<file path="src/rtl/mux4_scan_ctrl_if.sv">
// Handshake bundle between the scan controller and its host/mux side.
// The slave modport belongs to mux4_scan_ctrl; the master modport belongs to whoever drives it.
interface mux4_scan_ctrl_if #(
    parameter int DWELL_W = 4
);
    logic               start;
    logic               stop;
    logic [3:0]         en_mask;
    logic [DWELL_W-1:0] dwell;
    logic               mux_out;
    logic [1:0]         sel;
    logic               busy;
    logic               sample_valid;
    logic [1:0]         sample_ch;
    logic               sample_bit;
    logic               frame_done;
    logic [3:0]         frame_data;

    modport master (
        output start, stop, en_mask, dwell, mux_out,
        input  sel, busy, sample_valid, sample_ch, sample_bit, frame_done, frame_data
    );

    modport slave (
        input  start, stop, en_mask, dwell, mux_out,
        output sel, busy, sample_valid, sample_ch, sample_bit, frame_done, frame_data
    );
endinterface

</file>
<file path="src/rtl/mux4_scan_ctrl.sv">
// Select sequencer for a 4:1 single-bit mux: steps sel over the enabled channels,
// dwells on each, samples the mux output and assembles a 4-bit frame.
module mux4_scan_ctrl #(
    parameter int DWELL_W = 4
) (
    input logic              clk,
    input logic              rst_n,
    mux4_scan_ctrl_if.slave  bus
);
    localparam logic [0:0] IDLE = 1'b0;
    localparam logic [0:0] SCAN = 1'b1;

    logic [0:0]         state;
    logic [DWELL_W-1:0] cnt;
    logic [DWELL_W-1:0] dwell_q;
    logic [3:0]         mask_q;
    logic               stop_pending;

    logic [1:0] start_ch;
    logic [1:0] next_sel;
    logic       last_ch;

    function automatic logic [1:0] lowest_ch(input logic [3:0] m);
        lowest_ch = 2'd0;
        for (int i = 3; i >= 0; i--) begin
            if (m[i]) lowest_ch = 2'(i);
        end
    endfunction

    // Next channel to visit and whether the current one closes the frame.
    // NOTE: every always_comb output gets a default first so no latch is inferred.
    always_comb begin
        start_ch = lowest_ch(bus.en_mask);
        next_sel = lowest_ch(mask_q);
        last_ch  = 1'b1;
        for (int i = 3; i >= 0; i--) begin
            if (mask_q[i] && (i > int'(bus.sel))) begin
                next_sel = 2'(i);
                last_ch  = 1'b0;
            end
        end
    end

    // NOTE: sequential state uses non-blocking assignments only, so every
    // right-hand side sees pre-edge values regardless of statement order.
    always_ff @(posedge clk or negedge rst_n) begin
        if (!rst_n) begin
            state            <= IDLE;
            cnt              <= '0;
            dwell_q          <= '0;
            mask_q           <= '0;
            stop_pending     <= 1'b0;
            bus.sel          <= 2'd0;
            bus.busy         <= 1'b0;
            bus.sample_valid <= 1'b0;
            bus.sample_ch    <= 2'd0;
            bus.sample_bit   <= 1'b0;
            bus.frame_done   <= 1'b0;
            bus.frame_data   <= 4'd0;
        end else begin
            bus.sample_valid <= 1'b0;
            bus.frame_done   <= 1'b0;
            case (state)
                IDLE: begin
                    if (bus.start && (bus.en_mask != 4'd0)) begin
                        mask_q         <= bus.en_mask;
                        dwell_q        <= bus.dwell;
                        cnt            <= bus.dwell;
                        bus.sel        <= start_ch;
                        bus.frame_data <= 4'd0;
                        bus.busy       <= 1'b1;
                        stop_pending   <= bus.stop;
                        state          <= SCAN;
                    end
                end
                SCAN: begin
                    if (bus.stop) stop_pending <= 1'b1;
                    if (cnt != '0) begin
                        cnt <= cnt - 1'b1;
                    end else begin
                        bus.sample_valid        <= 1'b1;
                        bus.sample_ch           <= bus.sel;
                        bus.sample_bit          <= bus.mux_out;
                        bus.frame_data[bus.sel] <= bus.mux_out;
                        bus.sel                 <= next_sel;
                        cnt                     <= dwell_q;
                        if (last_ch) begin
                            bus.frame_done <= 1'b1;
                            // A stop seen at any point in the frame ends the scan here.
                            if (stop_pending || bus.stop) begin
                                state        <= IDLE;
                                bus.busy     <= 1'b0;
                                bus.sel      <= 2'd0;
                                stop_pending <= 1'b0;
                            end
                        end
                    end
                end
                default: state <= IDLE;
            endcase
        end
    end
endmodule

</file>
<file path="src/flat_wrapper.sv">
// flat-port wrapper written by rule: the top's interface ports become plain ports
module mux4_scan_ctrl_flat 
#(
    parameter int DWELL_W = 4
)
  (clk, rst_n, bus_start, bus_stop, bus_en_mask, bus_dwell, bus_mux_out, bus_sel, bus_busy, bus_sample_valid, bus_sample_ch, bus_sample_bit, bus_frame_done, bus_frame_data);
  mux4_scan_ctrl_if #(.DWELL_W(DWELL_W)) bus_i ();
  input logic clk;
  input logic rst_n;
  input wire logic [$bits(bus_i.start)-1:0] bus_start;
  input wire logic [$bits(bus_i.stop)-1:0] bus_stop;
  input wire logic [$bits(bus_i.en_mask)-1:0] bus_en_mask;
  input wire logic [$bits(bus_i.dwell)-1:0] bus_dwell;
  input wire logic [$bits(bus_i.mux_out)-1:0] bus_mux_out;
  output wire logic [$bits(bus_i.sel)-1:0] bus_sel;
  output wire logic [$bits(bus_i.busy)-1:0] bus_busy;
  output wire logic [$bits(bus_i.sample_valid)-1:0] bus_sample_valid;
  output wire logic [$bits(bus_i.sample_ch)-1:0] bus_sample_ch;
  output wire logic [$bits(bus_i.sample_bit)-1:0] bus_sample_bit;
  output wire logic [$bits(bus_i.frame_done)-1:0] bus_frame_done;
  output wire logic [$bits(bus_i.frame_data)-1:0] bus_frame_data;
  assign bus_i.start = bus_start;
  assign bus_i.stop = bus_stop;
  assign bus_i.en_mask = bus_en_mask;
  assign bus_i.dwell = bus_dwell;
  assign bus_i.mux_out = bus_mux_out;
  assign bus_sel = bus_i.sel;
  assign bus_busy = bus_i.busy;
  assign bus_sample_valid = bus_i.sample_valid;
  assign bus_sample_ch = bus_i.sample_ch;
  assign bus_sample_bit = bus_i.sample_bit;
  assign bus_frame_done = bus_i.frame_done;
  assign bus_frame_data = bus_i.frame_data;
  mux4_scan_ctrl #(.DWELL_W(DWELL_W)) u_core (.clk(clk), .rst_n(rst_n), .bus(bus_i));
endmodule
</file>
<file path="config.mk">
export PLATFORM = sky130hd
export DESIGN_NAME = mux4_scan_ctrl_flat
export DESIGN_NICKNAME = d
export VERILOG_FILES = /design/src/rtl/mux4_scan_ctrl_if.sv /design/src/rtl/mux4_scan_ctrl.sv /design/src/flat_wrapper.sv
export SDC_FILE = /design/constraint.sdc
export NUM_CORES = 1
export LEC_CHECK = 0
export ABC_CLOCK_PERIOD_IN_PS = 2300
export CAP_MARGIN = 20
export CELL_PAD_IN_SITES_DETAIL_PLACEMENT = 0
export CELL_PAD_IN_SITES_GLOBAL_PLACEMENT = 2
export CORE_MARGIN = 3
export CORE_UTILIZATION = 31
export DETAILED_ROUTE_END_ITERATION = 16
export PLACE_DENSITY_LB_ADDON = 0.3
export REMOVE_ABC_BUFFERS = 1
export SETUP_SLACK_MARGIN = 0.5
export SLEW_MARGIN = 5
export SYNTH_ARGS = -nofsm -noshare
export SYNTH_HDL_FRONTEND = slang
export SYNTH_SLANG_ARGS = --single-unit
</file>
<file path="constraint.sdc">
create_clock -name clk -period 2.3 [get_ports clk]
set_clock_uncertainty 0.15 [all_clocks]
set_input_delay 0.46 -clock clk [delete_from_list [all_inputs] [get_ports clk]]
set_output_delay 0.46 -clock clk [all_outputs]
set_load 0.02 [all_outputs]
</file>
==> Yosys cells after proc, flatten, opt, wreduce, memory -nomap -nowiden <==
Cells that the tools add are included.
W data, S select, Z words.
{ "totals": {"reg_bits": 26, "in_bits": 13, "out_inout_bits": 12} }
{ "op_classes": {"n_addsub": 1, "order_cmp": 5, "n_eq_ne": 4, "mux": 49, "bitwise_logic": 2, "reduce_logical": 12} }
{ "op_table": {"columns": ["operator", "count"], "rows": [
  ["$mux W2", 15],
  ["$mux W1", 22],
  ["$mux W4", 4],
  ["$pmux W4 S2", 2],
  ["$reduce_bool A4 Y1", 2],
  ["$ne A2 B2 Y1 const B", 3],
  ["$pmux W1 S2", 3],
  ["$reduce_and A2 Y1", 3],
  ["$logic_and A1 B1 Y1", 5],
  ["$bwmux W4", 1],
  ["$gt A2 B2 Y1 const A", 2],
  ["$pmux W2 S2", 1],
  ["$reduce_and A4 Y1", 1],
  ["$sub A4 B1 Y4 const B", 1],
  ["$lt A2 B3 Y1 const B", 1],
  ["$demux W1 S2", 1],
  ["$ge A2 B1 Y1 const B", 1],
  ["$gt A1 B2 Y1 const A", 1],
  ["$ne A2 B1 Y1 const B", 1],
  ["$not A1 Y1", 2],
  ["$logic_or A1 B1 Y1", 1]
]} }

==> Logic depth before layout (Yosys ltp) <==
Gate-level depths: netlist (run 1).
{ "depth": {"depth_word": 11, "depth_mapped": 8, "depth_no_buf": 7} }

==> Least setup slack after synthesis (run 1) <==
Ideal clock, no wire load.
{ "synth_timing": {"kind": "input-to-reg", "startpoint": "in bus_en_mask[0]", "endpoint": "reg u_core.mask_q[2]", "setup_ns": 0.125, "arrival_ns": 1.655, "setup_slack_ns": 0.371, "cell_stages": 4, "path_buffers": 1, "cell_sequence": "o41ai_4 > or2_2 > buf_4 > mux2_2"} }
{ "synth_between": {"elab_chain_len": 3} }
{ "synth_lines": {"columns": ["element", "line_no", "source"], "rows": [
  ["from (decl)", "flat_wrapper.sv:12", "input wire logic [$bits(bus_i.en_mask)-1:0] bus_en_mask;"],
  ["$reduce_bool A4 Y1", "mux4_scan_ctrl.sv:65", "if (bus.start && (bus.en_mask != 4'd0)) begin"],
  ["$logic_and A1 B1 Y1", "mux4_scan_ctrl.sv:65", null],
  ["$reduce_and A2 Y1 (no line)", null, null],
  ["to (signal assigned)", "mux4_scan_ctrl.sv:66", "mask_q <= bus.en_mask;"],
  ["to (decl)", "mux4_scan_ctrl.sv:16", "logic [3:0] mask_q;"]
]} }
No other way between the ends.
A chain may end at the register's enable or synchronous reset.

==> Worst setup path after layout (run 1) <==
{ "layout_timing": {"startpoint": "in bus_en_mask[0]", "endpoint": "reg u_core.cnt[3]"} }
{ "layout_between": {"elab_chain_len": 3} }
{ "layout_lines": {"columns": ["element", "line_no", "source"], "rows": [
  ["$reduce_bool A4 Y1", "mux4_scan_ctrl.sv:65", null],
  ["$logic_and A1 B1 Y1", "mux4_scan_ctrl.sv:65", null],
  ["$ne A2 B1 Y1 (no line)", null, null],
  ["to (signal assigned)", "mux4_scan_ctrl.sv:68", "cnt <= bus.dwell;"],
  ["to (signal assigned)", "mux4_scan_ctrl.sv:79", "cnt <= cnt - 1'b1;"],
  ["to (signal assigned)", "mux4_scan_ctrl.sv:86", "cnt <= dwell_q;"],
  ["to (decl)", "mux4_scan_ctrl.sv:14", "logic [DWELL_W-1:0] cnt;"]
]} }
No other way between the ends.

==> results.toml, run 1 <==
[drt]
met2_wirelength_mm = 1.57
met3WireLength_um = 129
m1WireLength_mm = 1.45
routedWlPerCell_um = 14.2
firstDrtPassIters = 4
antenna_violating_nets_post_route = 0
drc = 0
route.vias.total = 1142
wl_mm = 3.18
routed.top_layer = "met4"
viasPerCell = 5.12
first_iter_violations = 64

[cts]
clk_latency_ps = 280
clkSlewWorstSetupHoldPaths_ps = 100
ctsLongestPathBuffers = 2
cts_tree = "done"
root_buffer_master = "sky130_fd_sc_hd__clkbuf_8"
cts_made_buffers = 3
holdBufCountCts = 0
clock-sinks = 26
cts_max_level = 1

[placement]
post_dp_cell_area_mm2 = 0.00169
count_of_input_and_output_buffers = 24
post-place-ws_ps = -7.96
place_inst = 217
gp_congestion = 0.783
dp.final_hpwl_mm = 2.30

[worst_hold_path]
holdCritPathClass = "register to register"

[final_layout]
design_area_mm2 = 0.00180
nets = 188
flow.area_growth_from_synthesis_pct = 36.2
finalNonFillerCells = 223
drive_above_1_share = 0.214
n_antenna_cell = 0

[global_routing]
grt_overflow_total = 0
grt_first_pass_wirelength_mm = 5.40
grt_max_degree = 27
grt_use_total = 0.132
grt_antenna_before_repair = 0
first_global_vias = 1144

[die]
fp.dieArea_mm2 = 0.00508
pin_count = 25
start_util = 0.326
die_width_um = 71.3
vertical_die_dimension_um = 71.3
placeableCoreArea_mm2 = 0.00406
num_rows = 23

[synth]
synth_flop_cell = "sky130_fd_sc_hd__dfrtp_1"
yosys_warns = 0
ys_ff_latch = 26
syn_inst = 137
async_set_or_reset_flop_fraction_in_the_synthesized_netlist = 1.00
synthesis.area_mm2 = 0.00132
avgSynthCellArea_um2 = 9.64
synth-edff-count = 0
yosysUniqueCellTypes = 32
seq_area_frac_synth = 0.492

[power_and_ir_drop]
power.share.combinational = 0.473
powerDensity_mw_per_mm2 = 1290
p_leak_nw = 0.816
sw_frac_of_total = 0.394
post-layout-total-power_mw = 2.32
power.ir.vdd_worst_mv = 0.453
internal-power_mw = 1.41
share_of_total_power_in_sequential_cells = 0.360
p_sw_uw = 914
power.clock.fraction = 0.167

[sta]
setup_viol = 0
highest_clock_rate_ghz = 0.569
finalMaxSlewViolations = 0
worst-slew-pin-transition_ps = 407
unrepaired_setup_endpoints_after_global_routing = "true"
worst_hold_margin_ps = 341
maxSlewHeadroom = 0.722
setup_ws_ps = 543
timing.final.hold_violations = 0
finalCritPeriodShare = 0.764
timing.final.crit_period_ps = 1760

[critical_path]
crit_path_from = "bus_en_mask[0]"
r2r_path_start = "u_core.cnt[0]"
timing_worst_setup_path_type = "input port to register"
arrival_ps = 1780
critical_path_required_ps = 2330
reg2regPathDepth = 5
timing.rr.end = "u_core.bus.frame_data[0]"
cp-end-kind = "register"
r2r_setup_slack_ps = 620
startpoint_type = "input port"
crit_path_max_fanout = 10
cp-endpoint = "u_core.cnt[3]"

[job]
maxCapViolCount = 0

[run_status]
outcome = "completed"
[layer usage]
layer	GRT usage	up-vias
met4	0.0501	0
met5	0	-
met1	0.173	562
met2	0.215	23
li1	-	553
met3	0.0266	4
[cells in the final DEF, fill, tap and decap left out, types with 2 or more instances in the layout]
master and n:
sky130_fd_sc_hd__o211ai_1 4, sky130_fd_sc_hd__a31oi_1 3, sky130_fd_sc_hd__mux2_2 7, sky130_fd_sc_hd__buf_4 15, sky130_fd_sc_hd__nand2_1 20, sky130_fd_sc_hd__nor3_1 3, sky130_fd_sc_hd__or2_2 2, sky130_fd_sc_hd__inv_1 6
sky130_fd_sc_hd__mux2i_1 4, sky130_fd_sc_hd__nor2b_1 2, sky130_fd_sc_hd__a21oi_1 8, sky130_fd_sc_hd__dfrtp_1 25, sky130_fd_sc_hd__clkbuf_8 3, sky130_fd_sc_hd__dlygate4sd2_1 17, sky130_fd_sc_hd__clkdlybuf4s50_1 7, sky130_fd_sc_hd__nor2_1 9
sky130_fd_sc_hd__o31ai_1 3, sky130_fd_sc_hd__nand2b_1 4, sky130_fd_sc_hd__o311ai_0 2, sky130_fd_sc_hd__o21ai_0 10, sky130_fd_sc_hd__nand3_1 2
[final cells by class]
| cell class | instances | area [um^2] |
|---|---|---|
| clock buffers | 3 | 41.3 |
| clock inverters | 1 | 30.0 |
| fillers | 412 | 2260 |
| inverters | 7 | 28.8 |
| multi-input cells | 96 | 642 |
| flip-flops and latches | 26 | 652 |
| well taps | 50 | 62.6 |
| repair buffers | 40 | 343 |
[worst max-delay path, cell delays in order]
cell	delay [ps]
sky130_fd_sc_hd__dlygate4sd2_1	260
sky130_fd_sc_hd__o41ai_4	360
sky130_fd_sc_hd__buf_6	190
sky130_fd_sc_hd__mux2_2	340
sky130_fd_sc_hd__o21a_1	160
[cells in the mapped netlist, drive strengths merged, types with 2 or more instances]
cell type	count	area, um^2
or2	2	12.5
o211ai	4	30.0
mux2	7	78.8
dfrtp	26	651
a31oi	3	18.8
o21ai	11	55.1
o41ai	2	36.3
mux2i	4	40.0
inv	7	26.3
nor2b	2	12.5
clkbuf	5	18.8
o31ai	3	22.5
nand2	20	75.1
nor2	10	40.0
buf	3	17.5
nor3	4	25.0
nand3	2	10.0
a21oi	8	40.0
o311ai	2	17.5
nand2b	4	25.0
[sequential cells by signal, indices dropped and copies added (netlist names)]
name and count:
u_core.bus.frame_data 4, u_core.bus.sel 2, u_core.bus.frame_done 1, u_core.cnt 4
u_core.bus.busy 1, u_core.bus.sample_valid 1, u_core.mask_q 4, u_core.stop_pending 1
u_core.bus.sample_ch 2, u_core.bus.sample_bit 1, u_core.dwell_q 4, u_core.state 1
[power groups by stage]
stage / Combinational, mW / Clock (mW) / Sequential, mW
2_1_floorplan: 0.534 / 0 / 0.950
3_5_place_dp: 1.09 / 0 / 0.844
5_1_grt: 1.22 / 0.425 / 0.872
3_3_place_gp: 1.07 / 0 / 0.833
6_report: 1.10 / 0.388 / 0.837
4_1_cts: 1.06 / 0.401 / 0.833
[worst min-delay path by stage]
stage | start | end | slack [ps] | cells after the start
2_1_floorplan | rst_n | u_core.bus.busy | 10 | 0
3_5_place_dp | u_core.dwell_q[1] | u_core.dwell_q[1] | 330 | 2
3_3_place_gp | u_core.bus.sample_ch[0] | u_core.bus.sample_ch[0] | 310 | 2
5_1_grt | u_core.dwell_q[1] | u_core.dwell_q[1] | 380 | 2
6_report | u_core.bus.sample_ch[1] | u_core.bus.sample_ch[1] | 340 | 2
4_1_cts | u_core.bus.sample_ch[1] | u_core.bus.sample_ch[1] | 350 | 2
[through the flow]
stage | utilization | setup TNS (ps)
after CTS | 0.434 | 0
after global routing | 0.443 | 0
after global placement | 0.417 | 0
after detailed placement | 0.417 | -7.96
after floorplan | - | 0
final | 0.443 | 0
[cells by family after synthesis]
| logic type | after synthesis | synth area share |
|---|---|---|
| flops | 26 | 0.492 |
| compound gates | 37 | 0.189 |
| buf+inv | 15 | 0.0474 |
| mux | 11 | 0.0900 |
| fa+ha+maj | 1 | 0.00947 |
| simple gates | 47 | 0.171 |
[repair_timing]
| item | 4_1_cts | 5_1_grt |
|---|---|---|
| gates resized for setup | 23 | 4 |
| setup buffers | 1 | 1 |
| pin swaps | 0 | 0 |
| endpoints found under the setup margin | 30 | 11 |
No activity file was read; power rests on OpenSTA's default activity.
==> run 2: changes to the inputs <==
ABC_CLOCK_PERIOD_IN_PS = 1570   (was 2300)
CORE_UTILIZATION = 28   (was 31)
clock period = 1.57 ns   (was 2.3 ns; I/O delays follow)
==> results.toml, run 2 (synthesized netlist as in run 1, its figures left out) <==
[critical_path]
crit_path_max_fanout = 5
critical_path_required_ps = 1570
timing_worst_setup_path_type = "register to register"
cpMaxStageDelayCell = "sky130_fd_sc_hd__dfrtp_1"
arrival_ps = 1570
critPathMaxStageDelay_ps = 410
path_delay_family = "flip-flops"
worst-path-buf-inv = 2
startpoint_type = "register"
critical_path.cell_chain = "inv_2, ha_4, nand4bb_4, clkinv_4, nand2_4, o211ai_1, o31ai_1"
cp-end-kind = "register"

[drt]
wl_mm = 3.60
route.vias.total = 1273
routedWlPerCell_um = 13.8
first_iter_violations = 18
firstDrtPassIters = 4
drc = 0
antenna_violating_nets_post_route = 0
viasPerCell = 4.90

[die]
die_width_um = 74.7
fp.dieArea_mm2 = 0.00558
pin_count = 25
vertical_die_dimension_um = 74.7
start_util = 0.297
placeableCoreArea_mm2 = 0.00444
num_rows = 24

[final_layout]
n_antenna_cell = 0
drive_above_1_share = 0.553
layout_common_cells = "sky130_fd_sc_hd__buf_4, sky130_fd_sc_hd__buf_6, sky130_fd_sc_hd__dfrtp_1, sky130_fd_sc_hd__nor2_1, sky130_fd_sc_hd__nand2_1"
nets = 223
most_common_cell_after_layout_fill_and_taps_aside = "sky130_fd_sc_hd__buf_4"
flow.area_growth_from_synthesis_pct = 76.2
final_core_util = 0.524

[sta]
timing.final.hold_violations = 0
maxSlewHeadroom = 0.780
setup_viol = 1
worst_hold_margin_ps = 177
finalMaxSlewViolations = 0
highest_clock_rate_ghz = 0.636
timing.final.crit_period_ps = 1570
worst-slew-pin-transition_ps = 329
finalCritPeriodShare = 1.00
unrepaired_setup_endpoints_after_global_routing = "true"
tns_ps = -3.03
setup_ws_ps = -3.03

[cts]
clk_latency_ps = 270
ctsLongestPathBuffers = 2
root_buffer_master = "sky130_fd_sc_hd__clkbuf_8"
cts_tree = "done"
clock-sinks = 26
clkSlewWorstSetupHoldPaths_ps = 100
cts_max_level = 1
cts_made_buffers = 3

[power_and_ir_drop]
p_leak_nw = 1.09
power.ir.vdd_worst_mv = 0.919
post-layout-total-power_mw = 4.41
powerDensity_mw_per_mm2 = 1890

[run_status]
violations = "setup timing"
outcome = "finished, violations left"

[worst_hold_path]
holdCritPathClass = "input port to register"

[placement]
count_of_input_and_output_buffers = 24
post-place-ws_ps = -607
gp_congestion = 0.790
dp.final_hpwl_mm = 2.50

[global_routing]
grt_antenna_before_repair = 0
grt_first_pass_wirelength_mm = 5.88
grt_max_degree = 27
grt_overflow_total = 0
grt_use_total = 0.138
first_global_vias = 1254

[job]
maxCapViolCount = 0
-- run 2: changes by cell type in the layout (fill, tap and decap cells not counted), moves of 4 or more --
| cell | change |
|---|---|
| sky130_fd_sc_hd__buf_6 | +27 |
| sky130_fd_sc_hd__buf_4 | +18 |
| sky130_fd_sc_hd__dlygate4sd2_1 | -17 |
| sky130_fd_sc_hd__nand2_1 | -11 |
| sky130_fd_sc_hd__nand2_2 | +6 |
| sky130_fd_sc_hd__o21ai_0 | -6 |
| sky130_fd_sc_hd__nand2_4 | +5 |
| sky130_fd_sc_hd__o21ai_2 | +4 |
-- run 2: path summary, 6_finish.rpt --
path / startpoint / endpoint / slack (ps) / cells past startpoint
hold / removal: bus_en_mask[3] / u_core.mask_q[3] / 180 / 3
setup reg to reg: u_core.cnt[1] / u_core.bus.frame_data[2] / -3 / 7
setup / recovery: u_core.cnt[1] / u_core.bus.frame_data[2] / -3 / 7
hold reg to reg: u_core.dwell_q[0] / u_core.dwell_q[0] / 350 / 2
min in group asynchronous: rst_n / u_core.bus.frame_data[0] / 230 / 2
max in group asynchronous: rst_n / u_core.state / 870 / 2
-- run 2: cell type report --
class | instances | area (um^2)
Tap cell | 52 | 65.1
Multi-Input combinational cell | 96 | 781
Clock buffer | 3 | 41.3
Fill cell | 418 | 2120
Sequential cell | 26 | 652
Timing Repair Buffer | 75 | 728
Clock inverter | 1 | 30.0
Inverter | 7 | 31.3
-- run 2: per-stage QoR --
stage               instances  instance area, um^2
floorplan                 129                 1280
global placement          235                 1850
detailed placement        235                 1850
CTS                       250                 2130
global route              260                 2330
finish                    260                 2330
-- run 2: power by group --
part	switching [mW]	internal, mW
logic	1.18	1.44
registers	0.242	0.978
clock network	0.225	0.341
-- run 2: routing by layer --
layer	wire, um	vias to the layer above	global-route usage
met5	0	-	0
met4	31	0	0.0534
met3	108	4	0.0240
met2	1900	24	0.243
met1	1560	620	0.167
li1	-	625	-
-- run 2: worst register-to-register path, cell delays in order, from the launching register on --
cell and delay [ps]:
sky130_fd_sc_hd__dfrtp_1 410, sky130_fd_sc_hd__inv_2 80, sky130_fd_sc_hd__ha_4 160, sky130_fd_sc_hd__nand4bb_4 190, sky130_fd_sc_hd__clkinv_4 140, sky130_fd_sc_hd__nand2_4 60, sky130_fd_sc_hd__o211ai_1 160, sky130_fd_sc_hd__o31ai_1 110
-- run 2: what timing repair did --
action / in CTS / in global routing
pin swaps: 16 / 11
setup endpoints to repair: 38 / 38
setup buffers: 10 / 10
hold buffers: 0 / 0
gates cloned: 1 / 0
resized for setup: 131 / 35
